--- config.mk ---
export PLATFORM = sky130hd
export DESIGN_NAME = control_unit
export DESIGN_NICKNAME = d
export VERILOG_FILES = /design/src/rtl/cpu_pkg.sv /design/src/rtl/control_unit.sv
export SDC_FILE = /design/constraint.sdc
export NUM_CORES = 1
export LEC_CHECK = 0
export CORE_MARGIN = 1
export CORE_UTILIZATION = 33
export CTS_CLUSTER_DIAMETER = 200
export DETAILED_ROUTE_END_ITERATION = 6
export PLACE_DENSITY_LB_ADDON = 0.3
export SYNTH_ARGS = -nofsm -noshare
export SYNTH_HDL_FRONTEND = slang
export SYNTH_SLANG_ARGS = --single-unit
--- constraint.sdc ---
create_clock -name clock -period 2.7 [get_ports clock]
set_input_delay 0.675 -clock clock [delete_from_list [all_inputs] [get_ports clock]]
set_output_delay 0.675 -clock clock [all_outputs]
set_load 0.01 [all_outputs]
--- src/rtl/cpu_pkg.sv ---
// Shared definitions for the control unit: opcode constants, the FSM state
// enumeration and a packed control word carrying every decoded output.
package cpu_pkg;

    localparam logic [4:0] OP_LD   = 5'b00000;
    localparam logic [4:0] OP_LDI  = 5'b00001;
    localparam logic [4:0] OP_ST   = 5'b00010;
    localparam logic [4:0] OP_ADD  = 5'b00011;
    localparam logic [4:0] OP_AND  = 5'b00101;
    localparam logic [4:0] OP_OR   = 5'b00110;
    localparam logic [4:0] OP_ADDI = 5'b01100;
    localparam logic [4:0] OP_BR   = 5'b10010;
    localparam logic [4:0] OP_NOP  = 5'b11010;
    localparam logic [4:0] OP_HALT = 5'b11011;

    typedef enum logic [3:0] {
        RESET,
        T0,
        T1,
        T2,
        T3,
        T4,
        T5,
        T6,
        T7,
        HALT
    } state_t;

    typedef struct packed {
        logic clear;
        logic run;
        logic pc_out;
        logic mdr_out;
        logic zlow_out;
        logic zhigh_out;
        logic hi_out;
        logic lo_out;
        logic inport_out;
        logic csign_out;
        logic pc_in;
        logic ir_in;
        logic mar_in;
        logic mdr_in;
        logic y_in;
        logic zlow_in;
        logic zhigh_in;
        logic hi_in;
        logic lo_in;
        logic con_in;
        logic gra;
        logic grb;
        logic grc;
        logic r_in;
        logic r_out;
        logic ba_out;
        logic read;
        logic write;
        logic md_read;
        logic alu_add;
        logic alu_and;
        logic alu_or;
        logic inc_pc;
        logic branch;
    } ctrl_t;

endpackage

--- src/rtl/control_unit.sv ---
// Hardwired control unit: state register plus a single combinational decoder
// producing both the next state and every control line.
module control_unit
    import cpu_pkg::*;
(
    input  logic        clock,
    input  logic        reset,
    input  logic        stop,
    input  logic [31:0] IR,
    input  logic        CONFF,
    output logic        clear,
    output logic        run,
    output logic        PCout,
    output logic        MDRout,
    output logic        Zlowout,
    output logic        Zhighout,
    output logic        HIout,
    output logic        LOout,
    output logic        InPortout,
    output logic        Csignout,
    output logic        PCin,
    output logic        IRin,
    output logic        MARin,
    output logic        MDRin,
    output logic        Yin,
    output logic        Zlowin,
    output logic        Zhighin,
    output logic        HIin,
    output logic        LOin,
    output logic        CONin,
    output logic        Gra,
    output logic        Grb,
    output logic        Grc,
    output logic        Rin,
    output logic        Rout,
    output logic        BAout,
    output logic        Read,
    output logic        Write,
    output logic        MD_read,
    output logic        ADD,
    output logic        AND,
    output logic        OR,
    output logic        IncPC,
    output logic        BRANCH
);

    state_t     state_q;
    state_t     state_d;
    ctrl_t      ctrl;
    logic [4:0] opcode;
    logic       unused_ir;

    assign opcode    = IR[31:27];
    assign unused_ir = ^IR[26:0];

    always_ff @(posedge clock) begin
        if (reset) begin
            state_q <= RESET;
        end else begin
            state_q <= state_d;
        end
    end

    always_comb begin
        ctrl     = '0;
        ctrl.run = (state_q != HALT);
        state_d  = state_q;

        unique case (state_q)
            RESET: begin
                ctrl.clear = 1'b1;
                state_d    = T0;
            end
            T0: begin
                // A pause freezes fetch entirely; only run stays up.
                if (!stop) begin
                    ctrl.pc_out  = 1'b1;
                    ctrl.mar_in  = 1'b1;
                    ctrl.inc_pc  = 1'b1;
                    ctrl.zlow_in = 1'b1;
                    state_d      = T1;
                end
            end
            T1: begin
                ctrl.zlow_out = 1'b1;
                ctrl.pc_in    = 1'b1;
                ctrl.read     = 1'b1;
                ctrl.md_read  = 1'b1;
                ctrl.mdr_in   = 1'b1;
                state_d       = T2;
            end
            T2: begin
                ctrl.mdr_out = 1'b1;
                ctrl.ir_in   = 1'b1;
                state_d      = T3;
            end
            T3: begin
                case (opcode)
                    OP_ADD, OP_AND, OP_OR, OP_ADDI: begin
                        ctrl.grb   = 1'b1;
                        ctrl.r_out = 1'b1;
                        ctrl.y_in  = 1'b1;
                        state_d    = T4;
                    end
                    OP_LDI, OP_LD, OP_ST: begin
                        // BAout makes R0 read as zero for address/immediate base.
                        ctrl.grb    = 1'b1;
                        ctrl.r_out  = 1'b1;
                        ctrl.y_in   = 1'b1;
                        ctrl.ba_out = 1'b1;
                        state_d     = T4;
                    end
                    OP_BR: begin
                        ctrl.gra    = 1'b1;
                        ctrl.r_out  = 1'b1;
                        ctrl.con_in = 1'b1;
                        state_d     = T4;
                    end
                    OP_HALT: state_d = HALT;
                    default: state_d = T0;
                endcase
            end
            T4: begin
                state_d = T5;
                case (opcode)
                    OP_ADD, OP_AND, OP_OR: begin
                        ctrl.grc     = 1'b1;
                        ctrl.r_out   = 1'b1;
                        ctrl.zlow_in = 1'b1;
                        ctrl.alu_add = (opcode == OP_ADD);
                        ctrl.alu_and = (opcode == OP_AND);
                        ctrl.alu_or  = (opcode == OP_OR);
                    end
                    OP_ADDI, OP_LDI, OP_LD, OP_ST: begin
                        ctrl.csign_out = 1'b1;
                        ctrl.alu_add   = 1'b1;
                        ctrl.zlow_in   = 1'b1;
                    end
                    OP_BR: begin
                        ctrl.pc_out = 1'b1;
                        ctrl.y_in   = 1'b1;
                    end
                    default: state_d = T0;
                endcase
            end
            T5: begin
                state_d = T0;
                case (opcode)
                    OP_ADD, OP_AND, OP_OR, OP_ADDI, OP_LDI: begin
                        ctrl.zlow_out = 1'b1;
                        ctrl.gra      = 1'b1;
                        ctrl.r_in     = 1'b1;
                    end
                    OP_LD, OP_ST: begin
                        ctrl.zlow_out = 1'b1;
                        ctrl.mar_in   = 1'b1;
                        state_d       = T6;
                    end
                    OP_BR: begin
                        ctrl.csign_out = 1'b1;
                        ctrl.alu_add   = 1'b1;
                        ctrl.zlow_in   = 1'b1;
                        state_d        = T6;
                    end
                    default: ;
                endcase
            end
            T6: begin
                state_d = T0;
                case (opcode)
                    OP_LD: begin
                        ctrl.read    = 1'b1;
                        ctrl.md_read = 1'b1;
                        ctrl.mdr_in  = 1'b1;
                        state_d      = T7;
                    end
                    OP_ST: begin
                        ctrl.gra   = 1'b1;
                        ctrl.r_out = 1'b1;
                        ctrl.write = 1'b1;
                    end
                    OP_BR: begin
                        ctrl.zlow_out = CONFF;
                        ctrl.pc_in    = CONFF;
                    end
                    default: ;
                endcase
            end
            T7: begin
                state_d = T0;
                if (opcode == OP_LD) begin
                    ctrl.mdr_out = 1'b1;
                    ctrl.gra     = 1'b1;
                    ctrl.r_in    = 1'b1;
                end
            end
            HALT: state_d = HALT;
            default: begin
                ctrl.run = 1'b0;
                state_d  = RESET;
            end
        endcase
    end

    assign clear     = ctrl.clear;
    assign run       = ctrl.run;
    assign PCout     = ctrl.pc_out;
    assign MDRout    = ctrl.mdr_out;
    assign Zlowout   = ctrl.zlow_out;
    assign Zhighout  = ctrl.zhigh_out;
    assign HIout     = ctrl.hi_out;
    assign LOout     = ctrl.lo_out;
    assign InPortout = ctrl.inport_out;
    assign Csignout  = ctrl.csign_out;
    assign PCin      = ctrl.pc_in;
    assign IRin      = ctrl.ir_in;
    assign MARin     = ctrl.mar_in;
    assign MDRin     = ctrl.mdr_in;
    assign Yin       = ctrl.y_in;
    assign Zlowin    = ctrl.zlow_in;
    assign Zhighin   = ctrl.zhigh_in;
    assign HIin      = ctrl.hi_in;
    assign LOin      = ctrl.lo_in;
    assign CONin     = ctrl.con_in;
    assign Gra       = ctrl.gra;
    assign Grb       = ctrl.grb;
    assign Grc       = ctrl.grc;
    assign Rin       = ctrl.r_in;
    assign Rout      = ctrl.r_out;
    assign BAout     = ctrl.ba_out;
    assign Read      = ctrl.read;
    assign Write     = ctrl.write;
    assign MD_read   = ctrl.md_read;
    assign ADD       = ctrl.alu_add;
    assign AND       = ctrl.alu_and;
    assign OR        = ctrl.alu_or;
    assign IncPC     = ctrl.inc_pc;
    assign BRANCH    = ctrl.branch;

endmodule

==> results of run 1 <==
[where the power goes]
| group | internal (W) | switching (W) | leakage [nW] | total (W) |
|---|---|---|---|---|
| clock network | 0.0000495 | 0.0000221 | 0.0138 | 0.0000716 |
| logic | 0.000114 | 0.000127 | 0.624 | 0.000240 |
| registers | 0.0000656 | 0.0000128 | 0.0328 | 0.0000784 |
[area by class of cell]
cell class | count | area share (%)
well taps | 30 | 2.54
repair buffers | 70 | 38.9
inverters | 8 | 2.03
flip-flops and latches | 4 | 5.41
multi-input cells | 104 | 49.6
clock buffers | 3 | 1.52
[per-layer routing]
layer | track usage, % | share of wire, % | vias up
met5 | 0 | 0 | -
met4 | 2.63 | 0.43 | 0
met2 | 44.1 | 51 | 50
met3 | 1.15 | 5.6 | 2
li1 | - | - | 564
met1 | 30.7 | 43 | 529
[worst min path at each step]
stage	start	endpoint	slack, ps	depth (start not counted)
2_1_floorplan	state_q[3]$_SDFFE_PP0P_	state_q[0]$_SDFFE_PP0P_	670	3
3_3_place_gp	state_q[0]$_SDFFE_PP0P_	state_q[3]$_SDFFE_PP0P_	640	2
3_5_place_dp	state_q[0]$_SDFFE_PP0P_	state_q[3]$_SDFFE_PP0P_	650	2
4_1_cts	state_q[0]$_SDFFE_PP0P_	state_q[3]$_SDFFE_PP0P_	660	2
5_1_grt	state_q[1]$_SDFFE_PP0P_	state_q[2]$_SDFFE_PP0P_	680	2
6_report	state_q[0]$_SDFFE_PP0P_	state_q[3]$_SDFFE_PP0P_	670	2
[synthesized netlist by cell type (3+ instances only)]
cell type,count
or3_1,4
o22ai_1,4
nor2_1,13
dfxtp_1,4
nor3_1,6
nand2_1,8
buf_2,5
buf_4,12
inv_1,8
a21oi_1,9
o21ai_0,5
nand2b_1,3
nand3_1,7
[kinds of logic after synthesis]
| family | after synthesis | share of synthesized area, % |
|---|---|---|
| AND/OR/NAND/NOR | 61 | 40.7 |
| AO/OA/AOI/OAI | 33 | 29.0 |
| buffers and inverters | 27 | 18.6 |
| flip-flops | 4 | 9.28 |
| XOR/XNOR | 2 | 2.03 |
| other | 1 | 0.434 |
[metrics by stage]
step | cells | cell area, µm² | setup TNS [ps] | hold slack, ps | power, W
global route | 219 | 1480 | 0 | 685 | 0.000421
floorplan | 135 | 890 | 0 | 674 | 0.000215
detailed placement | 212 | 1380 | -12340 | 645 | 0.000312
CTS | 219 | 1490 | -18.6 | 657 | 0.000390
finish | 219 | 1480 | 0 | 667 | 0.000390
global placement | 212 | 1380 | -12420 | 642 | 0.000308
[critical path, delay by kind of cell]
| kind | cells | cell delay (ps) |
|---|---|---|
| buffers and inverters | 3 | 560 |
| AND/OR/NAND/NOR | 3 | 760 |
[repair_timing]
action / in CTS / in global routing
pin swaps: 7 / 1
resized for setup: 85 / 12
buffers inserted: 4 / 0
gates cloned: 0 / 0
setup endpoints to repair: 22 / 9
==> run_results.csv, run 1 <==
group,metric,value,unit
clock_network,h-tree-depth,1,
final_layout,top_register,"state_q",
critical_path,cp.arrival,1990,ps
final_layout,drive_above_1_share,42.9,%
critical_path,crit_end,"Rout",
die,ioPinCount,70,
worst_hold_path,hp-class,"reg -> reg",
final_layout,seqCellArea,80.1,µm²
final_layout,final_cell_mix,"buf_4, nor2_1, dlygate4sd2_1",
critical_path,critical_path.startpoint,"IR[31]",
synthesis,netlist.area_leader.share,10.4,%
critical_path,required,2030,ps
final_layout,nets,227,
global_route,grt_pass1_wl,5020,µm
placed_design,hpwl,2350,µm
drt,antenna_left,0,
critical_path,r2r_slack,1130,ps
die,die-area,2820,µm²
final_layout,multi_input_area,734,µm²
clock_network,cts_tree,"built",
synthesis,syn_inst,128,
synthesis,synth_area_per_cell,6.74,µm²
drt,drtPass1Iterations,4,
job,max_cap_viol_count,0,
timing,fin_worst_skew,3.58,ps
clock_network,root_buffer,"clkbuf_4",
timing,slew_violations,0,
timing,final.setup.worst_slack,30.3,ps
clock_network,cts.clk_slew.worst_paths,40,ps
synthesis,synth.area.top_cells,"buf_4, dfxtp_1, nor2_1",
placed_design,port_buffers,34,
synthesis,synth_edf_count,0,
placed_design,dpl_worst_slack,-727,ps
critical_path,max_stage_delay,410,ps
die,start_util,34.8,%
synthesis,netlist.top_cell.by_area,"buf_4",
clock_network,cts.sinks,4,
global_route,grt_usage,23.8,%
final_layout,final_common_cell,"buf_4",
die,design.core.area,2480,µm²
critical_path,rr_worst_depth,4,
timing,fmax,375,MHz
die,die-height,53.2,µm
critical_path,cp-end-kind,"output pin",
synthesis,synth_ff_type,"dfxtp_1",
drt,dr.first_iter.drc_count,34,
synthesis,synthArstFlopShare,0,%
final_layout,num_antenna_cells,0,
synthesis,ys_warn_count,0,
critical_path,r2r-end,"state_q[3]$_SDFFE_PP0P_",
final_layout,largest_registers,"state_q (4)",
die,chipWidth,53.2,µm
global_route,grt_max_degree,11,
timing,rsz0062_at_grt,"no",
drt,num_vias,1145,
drt,via_per_inst,5.23,
global_route,grt_overflow,0,
clock_network,cts_buffers,3,
drt,drc,0,
timing,setup_viol,0,
critical_path,r2r-start,"state_q[2]$_SDFFE_PP0P_",
drt,wl_per_cell,13.9,µm
final_layout,final_util,59.7,%
clock_network,clock_latency,230,ps
power_and_ir_drop,peakVddDrop,0.000310,V
outcome,status,"finished clean",
timing,finalHoldViolCount,0,
final_layout,area_growth,71.4,%
clock_network,clockBufferDepth,2,
global_route,antenna_found_initial,0,
global_route,first_global_vias,1124,
clock_network,postCtsHoldBufs,0,
power_and_ir_drop,p_leak,0.671,nW
timing,fin_crit_sh,98.9,%
final_layout,largest_register_ff_count,4,
synthesis,syn_area,863,µm²
synthesis,ys_seq_area_share,9.28,%
placed_design,routabilityCongestion,0.864,
timing,fin_crit,2670,ps
synthesis,synth-seq-cells,4,
power_and_ir_drop,power.density,264,nW/µm²
final_layout,nFillCells,249,
drt,wl,3040,µm
critical_path,path_cells,"dlygate4sd2_1 -> or3_4 -> buf_4 -> nor3_4 -> or3_1 -> buf_2",
critical_path,worst-setup-path-type,"in -> out",
critical_path,worst-path-max-fanout,3,
die,rows,18,
critical_path,cpMaxStageDelayCell,"or3_4",
critical_path,startpoint_type,"input port",
synthesis,synth_cell_type_count,45,
Note: power is estimated with default switching activity, not from simulation.
==> run 2: changes to the inputs <==
Settings changed: SKIP_LAST_GASP set to 1.
==> run_results.csv, run 2 (synthesis gave the netlist of run 1 again) <==
group,metric,value,unit
die,start_util,34.8,%
die,design.core.area,2480,µm²
clock_network,cts_buffers,3,
job,max_cap_viol_count,0,
timing,fmax,369,MHz
critical_path,rr_worst_depth,4,
timing,setup_viol,1,
die,rows,18,
critical_path,worst-path-max-fanout,6,
placed_design,dpl_worst_slack,-727,ps
critical_path,cpMaxStageDelayCell,"or3_1",
global_route,grt_overflow,0,
critical_path,startpoint_type,"input port",
timing,fin_worst_skew,3.52,ps
timing,hold_ws,669,ps
final_layout,final_common_cell,"buf_4",
drt,dr.first_iter.drc_count,31,
final_layout,instances_no_fill,221,
critical_path,required,2030,ps
drt,wl_per_cell,14.3,µm
timing,final.setup.worst_slack,-12.1,ps
timing,fin_crit,2710,ps
power_and_ir_drop,power.density,261,nW/µm²
drt,antenna_left,0,
global_route,antenna_found_initial,0,
clock_network,clock_latency,230,ps
final_layout,nets,229,
die,die-height,53.2,µm
drt,via_per_inst,5.25,
drt,drtPass1Iterations,4,
final_layout,final_util,61.0,%
outcome,violations,"setup timing",
placed_design,routabilityCongestion,0.864,
die,chipWidth,53.2,µm
worst_hold_path,hp-class,"reg -> reg",
die,ioPinCount,70,
power_and_ir_drop,peakVddDrop,0.000308,V
drt,num_vias,1161,
critical_path,r2r-start,"state_q[2]$_SDFFE_PP0P_",
final_layout,area_growth,75.1,%
critical_path,critical_path.startpoint,"IR[28]",
clock_network,root_buffer,"clkbuf_4",
drt,drc,0,
global_route,grt_max_degree,11,
placed_design,placed_cell_area,1380,µm²
final_layout,design_area,1510,µm²
clock_network,cts.sinks,4,
global_route,grt_usage,23.8,%
critical_path,max_stage_delay,320,ps
timing,finalHoldViolCount,0,
outcome,status,"finished with violations",
critical_path,cp-end-kind,"output pin",
critical_path,cp.arrival,2040,ps
global_route,first_global_vias,1126,
critical_path,r2r_slack,1130,ps
placed_design,hpwl,2350,µm
final_layout,drive_above_1_share,45.0,%
critical_path,r2r-end,"state_q[3]$_SDFFE_PP0P_",
critical_path,path_cells,"clkdlybuf4s15_2 -> and2b_2 -> buf_4 -> a32oi_2 -> a21oi_1 -> or3_1 -> clkbuf_2",
power_and_ir_drop,p_leak,0.680,nW
final_layout,largest_registers,"state_q (4)",
final_layout,num_antenna_cells,0,
drt,wl,3160,µm
global_route,grt_pass1_wl,5000,µm
final_layout,top_register,"state_q",
die,die-area,2820,µm²
critical_path,crit_end,"Rout",
placed_design,dpl.cell_count,212,
timing,slew_violations,0,
timing,fin_crit_sh,100,%
clock_network,cts.clk_slew.worst_paths,30,ps
timing,rsz0062_at_grt,"yes",
clock_network,clockBufferDepth,2,
final_layout,largest_register_ff_count,4,
critical_path,worst-setup-path-type,"in -> out",
clock_network,cts_tree,"built",
final_layout,final_cell_mix,"buf_4, nor2_1, buf_2",
placed_design,port_buffers,34,
clock_network,h-tree-depth,1,
run 2: cell type report:
type | count | area, µm²
multi-input cells | 104 | 753
inverters | 8 | 30.0
well taps | 30 | 37.5
fillers | 244 | 966
flip-flops and latches | 4 | 80.1
clock buffers | 3 | 22.5
repair buffers | 72 | 588
run 2: metrics by stage:
step                      TNS, ps  total power [W]
final                       -12.1         0.000395
after global routing        -31.8         0.000426
after CTS                    -161         0.000391
after detailed placement   -12340         0.000312
after global placement     -12420         0.000308
after floorplan                 0         0.000215
run 2: worst min path at each step:
stage	startpoint	endpoint	slack (ps)	depth (start not counted)
6_report	state_q[1]$_SDFFE_PP0P_	state_q[2]$_SDFFE_PP0P_	670	2
5_1_grt	state_q[1]$_SDFFE_PP0P_	state_q[2]$_SDFFE_PP0P_	680	2
4_1_cts	state_q[0]$_SDFFE_PP0P_	state_q[3]$_SDFFE_PP0P_	660	2
3_5_place_dp	state_q[0]$_SDFFE_PP0P_	state_q[3]$_SDFFE_PP0P_	650	2
3_3_place_gp	state_q[0]$_SDFFE_PP0P_	state_q[3]$_SDFFE_PP0P_	640	2
2_1_floorplan	state_q[3]$_SDFFE_PP0P_	state_q[0]$_SDFFE_PP0P_	670	3
run 2: critical path: cells and delay by family:
kind            cells  cell delay [ps]
buf+inv             3              500
compound gates      2              300
simple gates        2              560
run 2: repair_timing:
| action | CTS | global route |
|---|---|---|
| endpoints found under the setup margin | 22 | 18 |
| resized for setup | 77 | 24 |
| buffers inserted | 4 | 2 |
| hold buffers | 0 | 0 |
| pin swaps | 7 | 7 |
run 2: routing by layer:
layer,GRT usage [%],routed length (µm),vias up
met2,44.3,1660,49
li1,-,-,569
met5,0,0,-
met4,2.63,13,0
met3,1.15,157,2
met1,30.6,1320,541
run 2: where the power goes:
part / internal, W / total, W / switching (W)
Sequential: 0.0000656 / 0.0000787 / 0.0000131
Clock: 0.0000495 / 0.0000710 / 0.0000215
Combinational: 0.000116 / 0.000245 / 0.000129
